--- config.mk ---
export PLATFORM = sky130hd
export DESIGN_NAME = serial_subtractor
export DESIGN_NICKNAME = d
export VERILOG_FILES = /design/src/rtl/serial_subtractor.sv
export SDC_FILE = /design/constraint.sdc
export NUM_CORES = 1
export LEC_CHECK = 0
export CAP_MARGIN = 0
export CORE_MARGIN = 2
export CORE_UTILIZATION = 40
export CTS_CLUSTER_SIZE = 20
export DETAILED_ROUTE_END_ITERATION = 16
export PLACE_DENSITY_LB_ADDON = 0.3
export SLEW_MARGIN = 20
export SYNTH_ARGS = -nofsm -noshare
export SYNTH_HDL_FRONTEND = slang
export SYNTH_SLANG_ARGS = --single-unit
--- constraint.sdc ---
create_clock -name clk -period 5.2 [get_ports clk]
set_clock_uncertainty 0.15 [all_clocks]
set_input_delay 1.04 -clock clk [delete_from_list [all_inputs] [get_ports clk]]
set_output_delay 1.04 -clock clk [all_outputs]
set_load 0.02 [all_outputs]
--- src/rtl/serial_subtractor.sv ---
// Bit-serial LSB-first subtractor: a - b - bin over WIDTH cycles.
// Start/ready/done handshake with registered borrow, overflow and zero flags.
module serial_subtractor #(
    parameter int WIDTH = 8
) (
    input  logic             clk,
    input  logic             rst_n,
    input  logic             start,
    input  logic [WIDTH-1:0] a,
    input  logic [WIDTH-1:0] b,
    input  logic             bin,
    output logic             ready,
    output logic             done,
    output logic [WIDTH-1:0] diff,
    output logic             bout,
    output logic             ovf,
    output logic             zero
);

    localparam int CW = $clog2(WIDTH);
    localparam logic [CW-1:0] LAST = CW'(WIDTH - 1);

    typedef enum logic [1:0] {
        IDLE,
        SHIFT,
        DONE
    } state_t;

    state_t state;
    state_t state_next;

    logic [WIDTH-1:0] a_reg;
    logic [WIDTH-1:0] b_reg;
    logic [WIDTH-1:0] res;
    logic [WIDTH-1:0] res_next;
    logic [CW-1:0]    cnt;
    logic             brw;
    logic             brw_next;
    logic             d;
    logic             x;
    logic             y;
    logic             last;

    // One full-subtractor cell on the current LSBs plus the shifted result
    always_comb begin
        x        = a_reg[0];
        y        = b_reg[0];
        d        = x ^ y ^ brw;
        brw_next = (~x & y) | (~(x ^ y) & brw);
        res_next = {d, res[WIDTH-1:1]};
        last     = (cnt == LAST);
    end

    // State register
    always_ff @(posedge clk) begin
        if (!rst_n) begin
            state <= IDLE;
        end else begin
            state <= state_next;
        end
    end

    // Next-state decode
    always_comb begin
        state_next = state;
        unique case (state)
            IDLE:    if (start) state_next = SHIFT;
            SHIFT:   if (last) state_next = DONE;
            DONE:    state_next = IDLE;
            default: state_next = IDLE;
        endcase
    end

    assign ready = (state == IDLE);

    // Operand shifting, borrow chain and result capture
    always_ff @(posedge clk) begin
        if (!rst_n) begin
            a_reg <= '0;
            b_reg <= '0;
            res   <= '0;
            cnt   <= '0;
            brw   <= 1'b0;
            diff  <= '0;
            bout  <= 1'b0;
            ovf   <= 1'b0;
            zero  <= 1'b0;
            done  <= 1'b0;
        end else begin
            done <= 1'b0;
            if (state == IDLE && start) begin
                a_reg <= a;
                b_reg <= b;
                brw   <= bin;
                cnt   <= '0;
                res   <= '0;
            end else if (state == SHIFT) begin
                res   <= res_next;
                a_reg <= a_reg >> 1;
                b_reg <= b_reg >> 1;
                brw   <= brw_next;
                if (!last) begin
                    cnt <= cnt + CW'(1);
                end else begin
                    diff <= res_next;
                    bout <= brw_next;
                    ovf  <= brw ^ brw_next;
                    zero <= (res_next == '0);
                    done <= 1'b1;
                end
            end
        end
    end

endmodule

==> results of run 1 <==
[cell families (layout without fill, tap and decap cells)]
group	count (synthesis)	after routing	synth area share [%]
buffers and inverters	16	43	5.78
and+or+nand+nor	75	75	20.7
DFF	41	41	47.4
AOI/OAI and AO/OA	66	66	22.6
adders and majority gates	3	3	2.60
xor gates and xnor gates	2	2	1.01
[cells in the final DEF, fill, tap and decap left out, drive strengths merged]
cell type and n:
nand4 1, or3b 1, xnor2 2, fa 1, inv 2, clkbuf 6
nand2 51, nor3b 3, nand2b 1, dfxtp 41, o211a 1, clkdlybuf4s50 31
nor2b 3, nand3b 1, o21a 1, nor4 2, o21ai 14, ha 2
buf 2, nand3 3, and3b 1, clkinv 2, o221a 3, nor2 6
a21oi 36, and2 2, a21boi 11
[area by class of cell]
| type | count | area [sq um] |
|---|---|---|
| Multi-Input combinational cell | 146 | 812 |
| Timing Repair Buffer | 33 | 323 |
| Clock buffer | 6 | 72.6 |
| Fill cell | 422 | 1980 |
| Sequential cell | 41 | 821 |
| Inverter | 2 | 7.51 |
| Clock inverter | 2 | 10.0 |
| Tap cell | 50 | 62.6 |
[worst max path at each step]
stage,to,slack (ns),cells after the start
6_report,ready,2.47,2
5_1_grt,ready,2.38,2
4_1_cts,ready,2.46,2
3_5_place_dp,res[1],2.18,3
3_3_place_gp,res[1],2.21,3
2_1_floorplan,a_reg[1],3.15,5
[stage by stage]
stage                     instance area, sq um  hold WS [ns]
final                                     2110         0.304
after CTS                                 2110         0.308
after global placement                    2030         0.291
after floorplan                           1730         0.279
after detailed placement                  2030         0.297
after global routing                      2110         0.318
[power breakdown]
group / switching (mW) / internal (mW) / total (mW)
Clock: 0.104 / 0.0930 / 0.197
Sequential: 0.0101 / 0.328 / 0.338
Combinational: 0.0390 / 0.0377 / 0.0767
[worst max-delay path: cells and delay by family (launching register included)]
| family | cells | cell delay (ns) |
|---|---|---|
| buf+inv | 1 | 0.55 |
| flops | 1 | 0.61 |
| simple gates | 1 | 0.09 |
[routing by layer]
layer,up-vias,track usage [%],share of wire (%)
li1,741,-,-
met1,626,17.8,48
met2,39,24.6,46
met3,6,4.22,5.0
met4,0,3.85,1.4
met5,-,0,0
==> flow_metrics.py, run 1 <==
metrics = {
    "power_and_ir_drop": {
        "p_leak_nw": 0.751,
        "pwr_density_cell_mw_per_mm2": 290,
        "max-vdd-ir-drop_mv": 0.170,
        "design_power_total_uw": 612,
    },
    "timing": {
        "setup_ws_ns": 2.47,
        "fin_crit_sh_pct": 52.5,
        "max-slew-margin-rel_pct": 42.2,
        "tightest_slew_ns": 0.868,
        "rsz0062_at_grt": "false",
        "hold_viol_final": 0,
        "fmax_mhz": 366,
        "setup_viol": 0,
        "slew_viol_final": 0,
        "min_period_ns": 2.73,
        "setup_tns_ns": 0,
    },
    "finish": {
        "area_growth_pct": 21.7,
        "n_antenna_cell": 0,
        "nets": 252,
        "utilization_pct": 51.6,
        "drive_gt1_share_pct": 7.39,
        "stdcell_count": 280,
    },
    "yosys": {
        "netlist-cell-type-count": 33,
        "yosysSeqAreaShare_pct": 47.4,
        "async_reset_ff_share_pct": 0,
        "yosysMostFrequentCell": "nand2_1",
        "ys.flop_type": "dfxtp_1",
        "synthesis.nets": 226,
        "synth_top_area_cell": "dfxtp_1",
        "avgSynthCellArea_sq_um": 8.54,
        "syn_area_sq_mm": 0.00173,
        "synth_edf_count": 0,
        "yosys_warnings": 0,
        "synth_top_area_share_pct": 47.4,
        "syn_inst": 203,
        "yosys-top-cells-count": "50 x nand2_1, 41 x dfxtp_1, 36 x a21oi_1, 8 x o21ai_1",
        "synthTopCellsByArea": "dfxtp_1 47%, nand2_1 11%, a21oi_1 10%",
        "ys_ff_latch": 41,
    },
    "global_route": {
        "grt_max_degree": 34,
        "grt_pass1_vias": 1345,
        "antenna_found_initial": 0,
        "gr-usage-all-layers_pct": 14.4,
        "grt-ovfl-total": 0,
        "grt_pass1_wl_um": 5850,
    },
    "worst_hold_path": {
        "min_delay_path_depth": 2,
        "hold-path-endpoint": "diff[4]",
        "min_path_type": "flop to flop",
        "worstHoldStart": "diff[4]",
    },
    "floorplan": {
        "chipWidth_um": 69.8,
        "io_pins": 33,
        "die_area_sq_mm": 0.00487,
        "core_sq_mm": 0.00409,
        "dieHeight_um": 69.8,
        "start_util_pct": 42.4,
        "core.rowCount": 23,
    },
    "outcome": {
        "status": "completed",
    },
    "drt": {
        "dr_total_vias": 1412,
        "drcViolationCount": 0,
        "viasPerCell": 5.04,
        "firstDrtPassIters": 4,
        "dr.first_iter.drc_count": 127,
        "ant_nets": 0,
        "routedWlPerCell_um": 11.4,
        "wirelength_um": 3180,
    },
    "critical_path": {
        "path_max_fanout": 12,
        "crit_path_start": "state[1]",
        "slowest_delay_ns": 0.61,
        "arrival_ns": 1.54,
        "crit_type": "flop to output port",
        "required_ns": 4.01,
        "rr_startpoint": "state[0]",
        "ff2ff_setup_slack_ns": 3.29,
        "critPathLaunchType": "flop",
        "path_cells": "nor2_1, clkdlybuf4s50_1",
        "r2r_cells": 3,
        "r2r-end": "cnt[2]",
        "worst_path_max_delay_cell": "dfxtp_1",
        "setup.worst_path.end_class": "output port",
    },
    "placement": {
        "dp_cells": 272,
        "dp_hpwl_um": 2190,
        "gp_congestion": 0.680,
        "post-place-ws_ns": 2.18,
        "portBuffers": 32,
    },
    "clock_network": {
        "cts_tree": "done",
        "cts_resized": 0,
        "clk_pin_slew_ns": 0.08,
        "clockBufferDepth": 2,
        "numCtsBuffers": 5,
        "root_buffer": "clkbuf_8",
        "htree_num_levels": 2,
        "cts_hold_buf": 0,
        "clk_latency_ns": 0.29,
        "postCtsSetupBuffers": 0,
        "cts.sinks": 41,
    },
    "job": {
        "cap_viol_max_count": 0,
    },
}
Note: power is estimated with default switching activity, not from simulation.
==> run 2, diff against run 1 <==
- clock period: 5.2 -> 2.65 ns (I/O delays scaled with it)
==> run 2 against run 1 <==
Combinational power rose by 110%. Flip-flop and latch count did not move. Sequential share of layout area fell by 0.77 points. Sequential power rose by 96%. Utilization rose by 1.0 points. Cell area rose by 2.0%. Worst hold slack got worse by 0.0028 ns. Cell count rose by 1.1%. Clock power rose by 110%. Critical path depth did not move.
==> flow_metrics.py, run 2 (same netlist as run 1, synthesis figures left out) <==
metrics = {
    "power_and_ir_drop": {
        "pwr_density_cell_mw_per_mm2": 572,
        "switching_share_pct": 24.6,
        "p_sw_uw": 303,
        "sequentialPowerShare_pct": 53.8,
        "pwr-share-clk_pct": 33.4,
        "max-vdd-ir-drop_mv": 0.293,
        "p_leak_nw": 0.769,
        "intPower_uw": 928,
        "power_frac_comb_pct": 12.8,
    },
    "timing": {
        "max-slew-margin-rel_pct": 62.1,
        "hold_viol_final": 0,
        "slew_viol_final": 0,
        "fmax_mhz": 445,
        "fin_crit_sh_pct": 84.7,
        "setup_viol": 0,
        "min_period_ns": 2.24,
        "tightest_slew_ns": 0.569,
        "rsz0062_at_grt": "false",
        "setup_tns_ns": 0,
    },
    "placement": {
        "portBuffers": 32,
        "gp_congestion": 0.740,
        "dp_hpwl_um": 2160,
        "dp_cells": 276,
        "dpl-instance-area_sq_mm": 0.00206,
    },
    "global_route": {
        "grt_pass1_vias": 1239,
        "gr-usage-all-layers_pct": 14.0,
        "met3_usage_pct": 3.63,
        "met1_usage_pct": 18.7,
        "antenna_found_initial": 0,
        "grt_max_degree": 22,
        "use_met2_pct": 21.0,
        "grt_pass1_wl_um": 5520,
        "busiest_layer": "met2",
        "grt-ovfl-total": 0,
    },
    "critical_path": {
        "arrival_ns": 1.56,
        "critPathLaunchType": "flop",
        "crit_type": "flop to output port",
        "path_max_fanout": 12,
        "required_ns": 1.97,
        "setup.worst_path.end_class": "output port",
    },
    "finish": {
        "regArea_sq_um": 821,
        "stdcell_count": 283,
        "nets": 256,
        "final_area_sq_mm": 0.00215,
        "n_antenna_cell": 0,
        "final_common_cell": "nand2_1",
        "multi_input_area_sq_um": 812,
        "num-fill-cells": 420,
        "utilization_pct": 52.6,
        "drive_gt1_share_pct": 8.58,
        "final_cell_mix": "50 x nand2_1, 41 x dfxtp_1, 36 x a21oi_1, 32 x clkdlybuf4s50_1, 8 x o21ai_1",
        "area_growth_pct": 24.1,
    },
    "floorplan": {
        "io_pins": 33,
        "core_sq_mm": 0.00409,
        "start_util_pct": 42.4,
        "die_area_sq_mm": 0.00487,
        "core.rowCount": 23,
        "chipWidth_um": 69.8,
        "dieHeight_um": 69.8,
    },
    "clock_network": {
        "cts_hold_buf": 0,
        "clk_pin_slew_ns": 0.08,
        "htree_num_levels": 2,
        "clockBufferDepth": 2,
        "root_buffer": "clkbuf_8",
        "cts.sinks": 41,
        "postCtsSetupBuffers": 0,
        "numCtsBuffers": 5,
        "clk_latency_ns": 0.29,
        "cts_tree": "done",
        "cts_resized": 0,
    },
    "drt": {
        "dr_total_vias": 1429,
        "routedWlPerCell_um": 11.4,
        "viasPerCell": 5.05,
        "ant_nets": 0,
        "drcViolationCount": 0,
        "firstDrtPassIters": 4,
        "wirelength_um": 3230,
        "dr.first_iter.drc_count": 79,
    },
    "worst_hold_path": {
        "min_path_type": "flop to flop",
    },
    "outcome": {
        "status": "completed",
    },
    "job": {
        "cap_viol_max_count": 0,
    },
}
-- run 2: worst paths after layout --
check,startpoint,endpoint,slack [ns],depth (start not counted)
setup / recovery,state[1],ready,0.41,2
hold / removal,a_reg[6],a_reg[5],0.30,2
setup reg to reg,state[1],cnt[1],0.82,3
hold reg to reg,a_reg[6],a_reg[5],0.30,2
-- run 2: stage by stage --
stage	worst slack, ns	power, mW	hold slack [ns]
2_1_floorplan	1.00	0.784	0.279
3_3_place_gp	0.307	0.834	0.289
3_5_place_dp	0.286	0.836	0.293
4_1_cts	0.394	1.25	0.302
5_1_grt	0.291	1.30	0.306
6_report	0.405	1.23	0.301
-- run 2: per-layer routing --
metal | share of wire [%] | routed length [um] | vias to the layer above
li1 | - | - | 747
met1 | 51 | 1630 | 645
met2 | 43 | 1390 | 29
met3 | 4.3 | 139 | 8
met4 | 1.9 | 61 | 0
met5 | 0 | 0 | -
-- run 2: power groups by stage --
stage | combinational, mW | sequential [mW] | clock [mW]
after floorplan | 0.114 | 0.670 | 0
after global placement | 0.158 | 0.676 | 0
after detailed placement | 0.159 | 0.677 | 0
after CTS | 0.160 | 0.662 | 0.425
after global routing | 0.176 | 0.666 | 0.456
final | 0.158 | 0.662 | 0.411
-- run 2: worst max-delay path: stages (launching register included) --
cell             delay (ns)
dfxtp_1                0.62
nor2_1                 0.10
clkdlybuf4s50_1        0.56
-- run 2: layout make-up --
cell class                 count  share of cell area, %
inverter                       2                  0.349
timing repair buffer          37                   16.6
multi-input combinational    146                   37.8
clock buffer                   6                   3.84
tap                           50                   2.91
clock inverter                 1                  0.349
sequential                    41                   38.2
==> run 3, diff against run 2 <==
- clock period: 2.65 -> 2.1 ns (I/O delays scaled with it)
==> run 3 against run 2 <==
Critical path depth unchanged. Critical path type unchanged. Cell count is 1.8% higher. Setup slack worse by 0.17 ns. Routed wire length up 0.74%. Global-route usage is 0.32 points higher.
==> flow_metrics.py, run 3 (same netlist as run 1, synthesis figures left out) <==
metrics = {
    "timing": {
        "slew_viol_final": 0,
        "setup_viol": 0,
        "fmax_mhz": 537,
        "fin_crit_sh_pct": 88.7,
        "rsz0062_at_grt": "false",
        "min_period_ns": 1.86,
        "max-slew-margin-rel_pct": 69.5,
        "holdWs_ns": 0.303,
        "setup_tns_ns": 0,
        "tightest_slew_ns": 0.457,
        "hold_viol_final": 0,
    },
    "global_route": {
        "antenna_found_initial": 0,
        "use_met2_pct": 23.9,
        "gr-usage-all-layers_pct": 14.3,
        "busiest_layer": "met2",
        "met3_usage_pct": 3.20,
        "grt_pass1_vias": 1354,
        "grt_pass1_wl_um": 5810,
        "met1_usage_pct": 18.2,
        "grt_max_degree": 24,
        "grt-ovfl-total": 0,
    },
    "finish": {
        "n_antenna_cell": 0,
        "stdcell_count": 288,
        "area_growth_pct": 27.4,
        "final_area_sq_mm": 0.00221,
        "nets": 260,
        "drive_gt1_share_pct": 10.1,
        "final_cell_mix": "50 x nand2_1, 41 x dfxtp_1, 36 x a21oi_1, 32 x clkdlybuf4s50_1, 9 x buf_4",
        "final_common_cell": "nand2_1",
    },
    "placement": {
        "portBuffers": 32,
        "dp_cells": 280,
        "dpl-instance-area_sq_mm": 0.00209,
        "dp_hpwl_um": 2230,
        "gp_congestion": 0.712,
    },
    "power_and_ir_drop": {
        "pwr-share-clk_pct": 38.5,
        "sequentialPowerShare_pct": 49.1,
        "switching_share_pct": 22.8,
        "max-vdd-ir-drop_mv": 0.420,
        "intPower_mw": 1.30,
        "p_leak_nw": 0.804,
        "pwr_density_cell_mw_per_mm2": 766,
        "p_sw_uw": 386,
        "power_frac_comb_pct": 12.4,
    },
    "critical_path": {
        "path_max_fanout": 2,
        "required_ns": 1.53,
        "crit_type": "flop to output port",
        "critPathLaunchType": "flop",
        "arrival_ns": 1.29,
        "setup.worst_path.end_class": "output port",
    },
    "drt": {
        "routedWlPerCell_um": 11.3,
        "drcViolationCount": 0,
        "firstDrtPassIters": 4,
        "wirelength_um": 3250,
        "ant_nets": 0,
        "dr.first_iter.drc_count": 83,
        "viasPerCell": 4.98,
        "dr_total_vias": 1433,
    },
    "floorplan": {
        "start_util_pct": 42.4,
        "dieHeight_um": 69.8,
        "die_area_sq_mm": 0.00487,
        "core_sq_mm": 0.00409,
        "chipWidth_um": 69.8,
        "core.rowCount": 23,
        "io_pins": 33,
    },
    "clock_network": {
        "clk_latency_ns": 0.29,
        "cts_hold_buf": 0,
        "clockBufferDepth": 2,
        "htree_num_levels": 2,
        "numCtsBuffers": 5,
        "cts_tree": "done",
        "root_buffer": "clkbuf_8",
        "cts.sinks": 41,
        "postCtsSetupBuffers": 0,
        "cts_resized": 0,
        "clk_pin_slew_ns": 0.07,
    },
    "outcome": {
        "status": "completed",
    },
    "worst_hold_path": {
        "min_path_type": "flop to flop",
    },
    "job": {
        "cap_viol_max_count": 0,
    },
}
-- run 3: cell types whose count changed in the layout (fill, tap and decap cells not counted), sizes merged --
cell,previous run,this run
buf,5,9
bufinv,0,1
clkbuf,6,7
clkinvlp,1,0
-- run 3: power by group through the flow --
stage | registers, mW | logic (mW) | clock network [mW]
2_1_floorplan | 0.845 | 0.144 | 0
3_3_place_gp | 0.848 | 0.209 | 0
3_5_place_dp | 0.849 | 0.211 | 0
4_1_cts | 0.830 | 0.212 | 0.664
5_1_grt | 0.834 | 0.236 | 0.685
6_report | 0.830 | 0.210 | 0.650
-- run 3: final timing paths --
check | from | end | slack [ns] | depth (start not counted)
worst max register to register | cnt[0] | bout | 0.36 | 5
worst min register to register | b_reg[5] | b_reg[4] | 0.30 | 2
worst min-delay path | b_reg[5] | b_reg[4] | 0.30 | 2
worst max-delay path | state[1] | ready | 0.24 | 2
-- run 3: layer usage --
metal	wire [um]	up-vias
li1	-	758
met1	1660	636
met2	1420	34
met3	135	5
met4	33	0
met5	0	-
-- run 3: area by class of cell --
type	instances	area [sq um]
clock buffer	7	86.3
clock inverter	1	30.0
fill	422	1880
inverter	2	7.51
multi-input combinational	146	812
sequential	41	821
tap	50	62.6
timing repair buffer	41	388
-- run 3: stage by stage --
step	worst slack, ns	power, mW	utilization [%]
3_5_place_dp	0.0968	1.06	51.2
5_1_grt	0.128	1.76	54.0
3_3_place_gp	0.130	1.06	51.2
2_1_floorplan	0.453	0.989	-
6_report	0.237	1.69	54.0
4_1_cts	0.219	1.71	54.0
-- run 3: worst max-delay path, stage by stage, from the launching register on --
cell and delay, ns:
dfxtp_1 0.31, nor2_1 0.09, clkdlybuf4s50_1 0.60
